`config.mk`:
```
export PLATFORM = sky130hd
export DESIGN_NAME = uart_tx_fifo
export DESIGN_NICKNAME = d
export VERILOG_FILES = /design/src/rtl/uart_tx_fifo.sv
export SDC_FILE = /design/constraint.sdc
export NUM_CORES = 1
export LEC_CHECK = 0
export CAP_MARGIN = 20
export CORE_MARGIN = 1.5
export CORE_UTILIZATION = 61
export CTS_CLUSTER_DIAMETER = 50
export DETAILED_ROUTE_END_ITERATION = 6
export PLACE_DENSITY_LB_ADDON = 0.15
export SYNTH_ARGS = -nofsm -noshare
export SYNTH_HDL_FRONTEND = slang
export SYNTH_SLANG_ARGS = --single-unit
```
`constraint.sdc`:
```
create_clock -name clk -period 3.8 [get_ports clk]
set_clock_uncertainty 0.15 [all_clocks]
set_input_delay 0.38 -clock clk [delete_from_list [all_inputs] [get_ports clk]]
set_output_delay 0.38 -clock clk [all_outputs]
set_load 0.02 [all_outputs]
```
`src/rtl/uart_tx_fifo.sv`:
```
// UART transmitter (8N1, LSB first) fed by a byte FIFO with a valid/ready push side.
// Define UART_TX_PARITY_EN to append an even-parity bit before the stop bit.
module uart_tx_fifo #(
  parameter int CLK_FREQ   = 10000000,
  parameter int BAUD_RATE  = 115200,
  parameter int FIFO_DEPTH = 16
) (
  input  logic                          clk,
  input  logic                          rst,
  input  logic [7:0]                    tx_data,
  input  logic                          tx_valid,
  output logic                          tx_ready,
  output logic                          ser_tx,
  output logic                          busy,
  output logic [$clog2(FIFO_DEPTH):0]   fifo_level
);
  localparam int DIV = CLK_FREQ / BAUD_RATE;
  localparam int AW  = $clog2(FIFO_DEPTH);
  localparam int CW  = $clog2(DIV);

  typedef enum logic [2:0] {S_IDLE, S_START, S_DATA, S_PARITY, S_STOP} state_t;

  // FIFO: pointers carry one extra wrap bit so full and empty are distinguishable
  logic [7:0]  mem_q [FIFO_DEPTH];
  logic [AW:0] wptr_q, rptr_q, level;
  logic        full, empty, push, pop;
  logic [7:0]  rdata;

  assign level = wptr_q - rptr_q;
  assign full  = (level == (AW+1)'(FIFO_DEPTH));
  assign empty = (level == '0);
  assign push  = tx_valid && !full;
  assign rdata = mem_q[rptr_q[AW-1:0]];

  always_ff @(posedge clk or posedge rst) begin
    if (rst) begin
      wptr_q <= '0;
      rptr_q <= '0;
    end else begin
      if (push) wptr_q <= wptr_q + 1'b1;
      if (pop)  rptr_q <= rptr_q + 1'b1;
    end
  end

  always_ff @(posedge clk) begin
    if (push) mem_q[wptr_q[AW-1:0]] <= tx_data;
  end

  state_t        state_q, state_d;
  logic [CW-1:0] cnt_q, cnt_d;
  logic [2:0]    idx_q, idx_d;
  logic [7:0]    shift_q, shift_d;
  logic          ser_q, ser_d;
  logic          bit_end;
`ifdef UART_TX_PARITY_EN
  logic          par_q, par_d;
`endif

  assign bit_end = (cnt_q == CW'(DIV-1));

  always_comb begin
    state_d = state_q;
    cnt_d   = cnt_q;
    idx_d   = idx_q;
    shift_d = shift_q;
    ser_d   = ser_q;
    pop     = 1'b0;
`ifdef UART_TX_PARITY_EN
    par_d   = par_q;
`endif
    if (state_q != S_IDLE) cnt_d = bit_end ? '0 : cnt_q + 1'b1;
    case (state_q)
      S_IDLE: begin
        cnt_d = '0;
        if (!empty) begin
          pop     = 1'b1;
          shift_d = rdata;
          ser_d   = 1'b0;
          state_d = S_START;
`ifdef UART_TX_PARITY_EN
          par_d   = ^rdata;
`endif
        end
      end
      S_START: if (bit_end) begin
        state_d = S_DATA;
        idx_d   = '0;
        ser_d   = shift_q[0];
      end
      S_DATA: if (bit_end) begin
        if (idx_q == 3'd7) begin
`ifdef UART_TX_PARITY_EN
          state_d = S_PARITY;
          ser_d   = par_q;
`else
          state_d = S_STOP;
          ser_d   = 1'b1;
`endif
        end else begin
          shift_d = shift_q >> 1;
          idx_d   = idx_q + 3'd1;
          ser_d   = shift_q[1];
        end
      end
`ifdef UART_TX_PARITY_EN
      S_PARITY: if (bit_end) begin
        state_d = S_STOP;
        ser_d   = 1'b1;
      end
`endif
      // Chaining straight into the next start bit keeps bursts gap-free
      S_STOP: if (bit_end) begin
        if (!empty) begin
          pop     = 1'b1;
          shift_d = rdata;
          ser_d   = 1'b0;
          state_d = S_START;
`ifdef UART_TX_PARITY_EN
          par_d   = ^rdata;
`endif
        end else begin
          state_d = S_IDLE;
        end
      end
      default: begin
        state_d = S_IDLE;
        ser_d   = 1'b1;
      end
    endcase
  end

  always_ff @(posedge clk or posedge rst) begin
    if (rst) begin
      state_q <= S_IDLE;
      cnt_q   <= '0;
      idx_q   <= '0;
      shift_q <= '0;
      ser_q   <= 1'b1;
`ifdef UART_TX_PARITY_EN
      par_q   <= 1'b0;
`endif
    end else begin
      state_q <= state_d;
      cnt_q   <= cnt_d;
      idx_q   <= idx_d;
      shift_q <= shift_d;
      ser_q   <= ser_d;
`ifdef UART_TX_PARITY_EN
      par_q   <= par_d;
`endif
    end
  end

  assign tx_ready   = !full;
  assign ser_tx     = ser_q;
  assign busy       = (state_q != S_IDLE) || !empty;
  assign fifo_level = level;
endmodule

```
==> insert_results.sql <==
INSERT INTO impl_metrics (metric_group, metric, value, unit) VALUES
('power_and_ir_drop', 'net-switching-power', '1734', 'uW'),
('synthesis', 'number_of_register_bits_inferred_by_synthesis', '160', ''),
('global_route', 'grt_first_pass_wirelength', '20570', 'um'),
('timing', 'drv_slew', '0', ''),
('clock_network', 'worstSkewPairLatency', '530', 'ps'),
('power_and_ir_drop', 'power.sequential.fraction', '0.414', ''),
('synthesis', 'synth.avg_cell_area', '16.03', 'sq um'),
('place', 'port_buffers', '18', ''),
('clock_network', 'cts_max_path_buffers', '2', ''),
('route', 'postRouteAntennaNets', '0', ''),
('global_route', 'antenna_violations_before_repair', '0', ''),
('critical_path', 'crit_fanout', '4', ''),
('layout', 'commonest_cells_after_routing_fill_and_taps_aside', '128 x edfxtp_1, 48 x nor2_1, 32 x mux4_2', ''),
('job', 'max_cap_violations', '0', ''),
('power_and_ir_drop', 'clkPwrFrac', '0.280', ''),
('place', 'place.gp.congestion', '0.8325', ''),
('synthesis', 'share_of_synthesized_area_occupied_by_flip_flops_and_latches', '0.6867', ''),
('power_and_ir_drop', 'internal_power', '3895', 'uW'),
('timing', 'worst_hold_slack', '331.2', 'ps'),
('synthesis', 'synthesis.area', '0.006765', 'sq mm'),
('die', 'core_area', '0.01084', 'sq mm'),
('die', 'core.rowCount', '38', ''),
('synthesis', 'yosys-mux-area-fraction', '0.1112', ''),
('timing', 'rsz0062_at_grt', 'no', ''),
('place', 'placement.setup.worst_slack', '462.7', 'ps'),
('critical_path', 'worst_path_max_delay_cell', 'fa_1', ''),
('layout', 'final_util', '0.7190', ''),
('timing', 'timing_worst_slew_pin_value', '702.3', 'ps'),
('synthesis', 'synth_top_flop_cell', 'edfxtp_1', ''),
('place', 'dp.final_hpwl', '8428', 'um'),
('timing', 'setup_viol', '0', ''),
('die', 'die_h', '108.3', 'um'),
('synthesis', 'number_of_distinct_standard_cells_referenced_by_the_synthesized_netlist', '52', ''),
('layout', 'drive_above_1_share', '0.1996', ''),
('power_and_ir_drop', 'power_dens_cells', '722.3', 'mW/mm^2'),
('timing', 'period_share', '0.9510', ''),
('critical_path', 'setup.worst_path.start_class', 'flop', ''),
('synthesis', 'synth_xor_xnor_area_share', '0.02330', ''),
('critical_path', 'worst-setup-path-type', 'flop to output pin', ''),
('synthesis', 'synthesis.yosys.warnings', '0', ''),
('layout', 'syn_to_final_growth', '15.20', '%'),
('worst_hold_path', 'min_path_type', 'flop to flop', ''),
('timing', 'hold_viol_final', '0', ''),
('timing', 'final_setup_tns', '0', 'ps'),
('route', 'postRouteWirelength', '13230', 'um'),
('critical_path', 'rr_startpoint', 'wptr_q[0]$_DFFE_PP0P_', ''),
('synthesis', 'synth_nets', '447', ''),
('route', 'drt_pass1_iterations', '5', ''),
('layout', 'layout.cell_area.non_filler', '0.007794', 'sq mm'),
('global_route', 'first_global_vias', '3753', ''),
('critical_path', 'r2r_end', 'mem_q[3][2]$_DFFE_PP_', ''),
('synthesis', 'edff_count_synth', '128', ''),
('route', 'total_drc_errors_in_the_routed_layout', '0', ''),
('die', 'num_io_pins', '19', ''),
('route', 'vias_per_cell', '6.131', ''),
('die', 'floorplan.die_area', '0.01173', 'sq mm'),
('die', 'dieWidth', '108.3', 'um'),
('worst_hold_path', 'min_delay_worst_endpoint', 'idx_q[0]$_DFFE_PP0P_', ''),
('synthesis', 'postSynth.asyncResetShare', '0.2000', ''),
('synthesis', 'synth_top_family_by_area', 'multiplexers', ''),
('layout', 'antenna-diode-count', '0', ''),
('synthesis', 'synthesis.instances', '422', ''),
('critical_path', 'timing.critical_path.from', 'wptr_q[0]$_DFFE_PP0P_', ''),
('layout', 'design.final.nets', '488', ''),
('worst_hold_path', 'holdPathStages', '1', ''),
('status', 'result_of_the_run', 'completed', ''),
('clock_network', 'clock-sinks', '160', ''),
('place', 'detailed_place.area', '0.007187', 'sq mm'),
('critical_path', 'critPathArrivalTime', '3080', 'ps'),
('layout', 'nFillCells', '667', ''),
('timing', 'clock.fmax', '276.7', 'MHz');
## what timing repair did
| action | 4_1_cts | 5_1_grt |
|---|---|---|
| endpoints found under the hold margin | 0 | 6 |
| hold buffers | 0 | 1 |
| pin swaps | 0 | 1 |
| buffers inserted | 0 | 0 |
| gates cloned | 0 | 0 |
| endpoints found under the setup margin | 1 | 1 |
| resized for setup | 1 | 3 |
## synthesized netlist by cell type (2+ instances only)
library cell	instances	area share
nor2_1	48	0.027
a21oi_1	6	0.0044
buf_1	2	0.0011
nand3_1	15	0.011
and2_1	6	0.0055
nor3_1	5	0.0037
o22ai_1	8	0.0074
mux2i_1	2	0.0030
nand2b_1	4	0.0037
clkbuf_1	9	0.0050
o21ai_1	3	0.0022
ha_1	13	0.024
edfxtp_1	128	0.57
or2_1	3	0.0028
o31ai_1	7	0.0078
xor2_1	4	0.0052
buf_4	2	0.0022
nand2_1	18	0.010
and3_1	2	0.0018
o21ai_0	7	0.0052
nor3b_1	2	0.0022
buf_2	4	0.0030
xnor2_1	14	0.018
mux4_2	32	0.11
a211oi_1	7	0.0078
dfrtp_1	31	0.11
nand4_1	2	0.0018
inv_1	14	0.0078
## flip-flops by register name, summed over array words and instances (netlist names)
| register | cells |
|---|---|
| rptr_q | 5 |
| wptr_q | 5 |
| cnt_q | 7 |
| mem_q | 128 |
| ser_tx | 1 |
| idx_q | 3 |
| state_q | 3 |
| shift_q | 8 |
## worst max path at each step
stage | end | cells after the start
after floorplan | mem_q[3][0]$_DFFE_PP_ | 8
after global placement | busy | 9
after detailed placement | busy | 9
after CTS | busy | 9
after global routing | busy | 9
final | busy | 9
## worst max-delay path, delay by kind of cell, from the launching register on
family	cells	cell delay, ps
buffers and inverters	2	400
flip-flops	1	390
adder cells (fa/ha/maj)	2	740
AND/OR/NAND/NOR	4	910
multiplexers	1	110
## cells by family after synthesis
logic type	after synthesis
DFF	160
and+or+nand+nor	117
AOI/OAI and AO/OA	44
muxes	35
buffers and inverters	34
xor gates and xnor gates	18
adders and majority gates	14
## power by group through the flow
| stage | clock (uW) | sequential, uW | combinational [uW] |
|---|---|---|---|
| 2_1_floorplan | 0 | 2290 | 1230 |
| 3_3_place_gp | 0 | 2340 | 1660 |
| 3_5_place_dp | 0 | 2360 | 1700 |
| 4_1_cts | 1600 | 2330 | 1710 |
| 5_1_grt | 1660 | 2360 | 1870 |
| 6_report | 1580 | 2330 | 1720 |
## routing by layer
metal / vias up / wire (um) / GRT usage
li1: 1699 / - / -
met1: 1882 / 5456 / 0.3408
met2: 172 / 6414 / 0.3775
met3: 24 / 896 / 0.05967
met4: 0 / 463 / 0.1278
met5: - / 0 / 0
## final cells by class
class / count / area (sq um) / share of cell area
Multi-Input combinational cell: 228 / 1982 / 0.2543
Timing Repair Buffer: 41 / 375.4 / 0.04816
Sequential cell: 160 / 4647 / 0.5962
Tap cell: 140 / 175.2 / 0.02248
Inverter: 15 / 56.30 / 0.007224
Clock buffer: 22 / 474.2 / 0.06084
Clock inverter: 10 / 83.83 / 0.01076
## per-stage QoR
| step | std cells | power [uW] |
|---|---|---|
| after global placement | 582 | 4003 |
| final | 616 | 5629 |
| after CTS | 614 | 5638 |
| after floorplan | 422 | 3525 |
| after detailed placement | 582 | 4061 |
| after global routing | 616 | 5889 |
No activity file was read; power rests on OpenSTA's default activity.
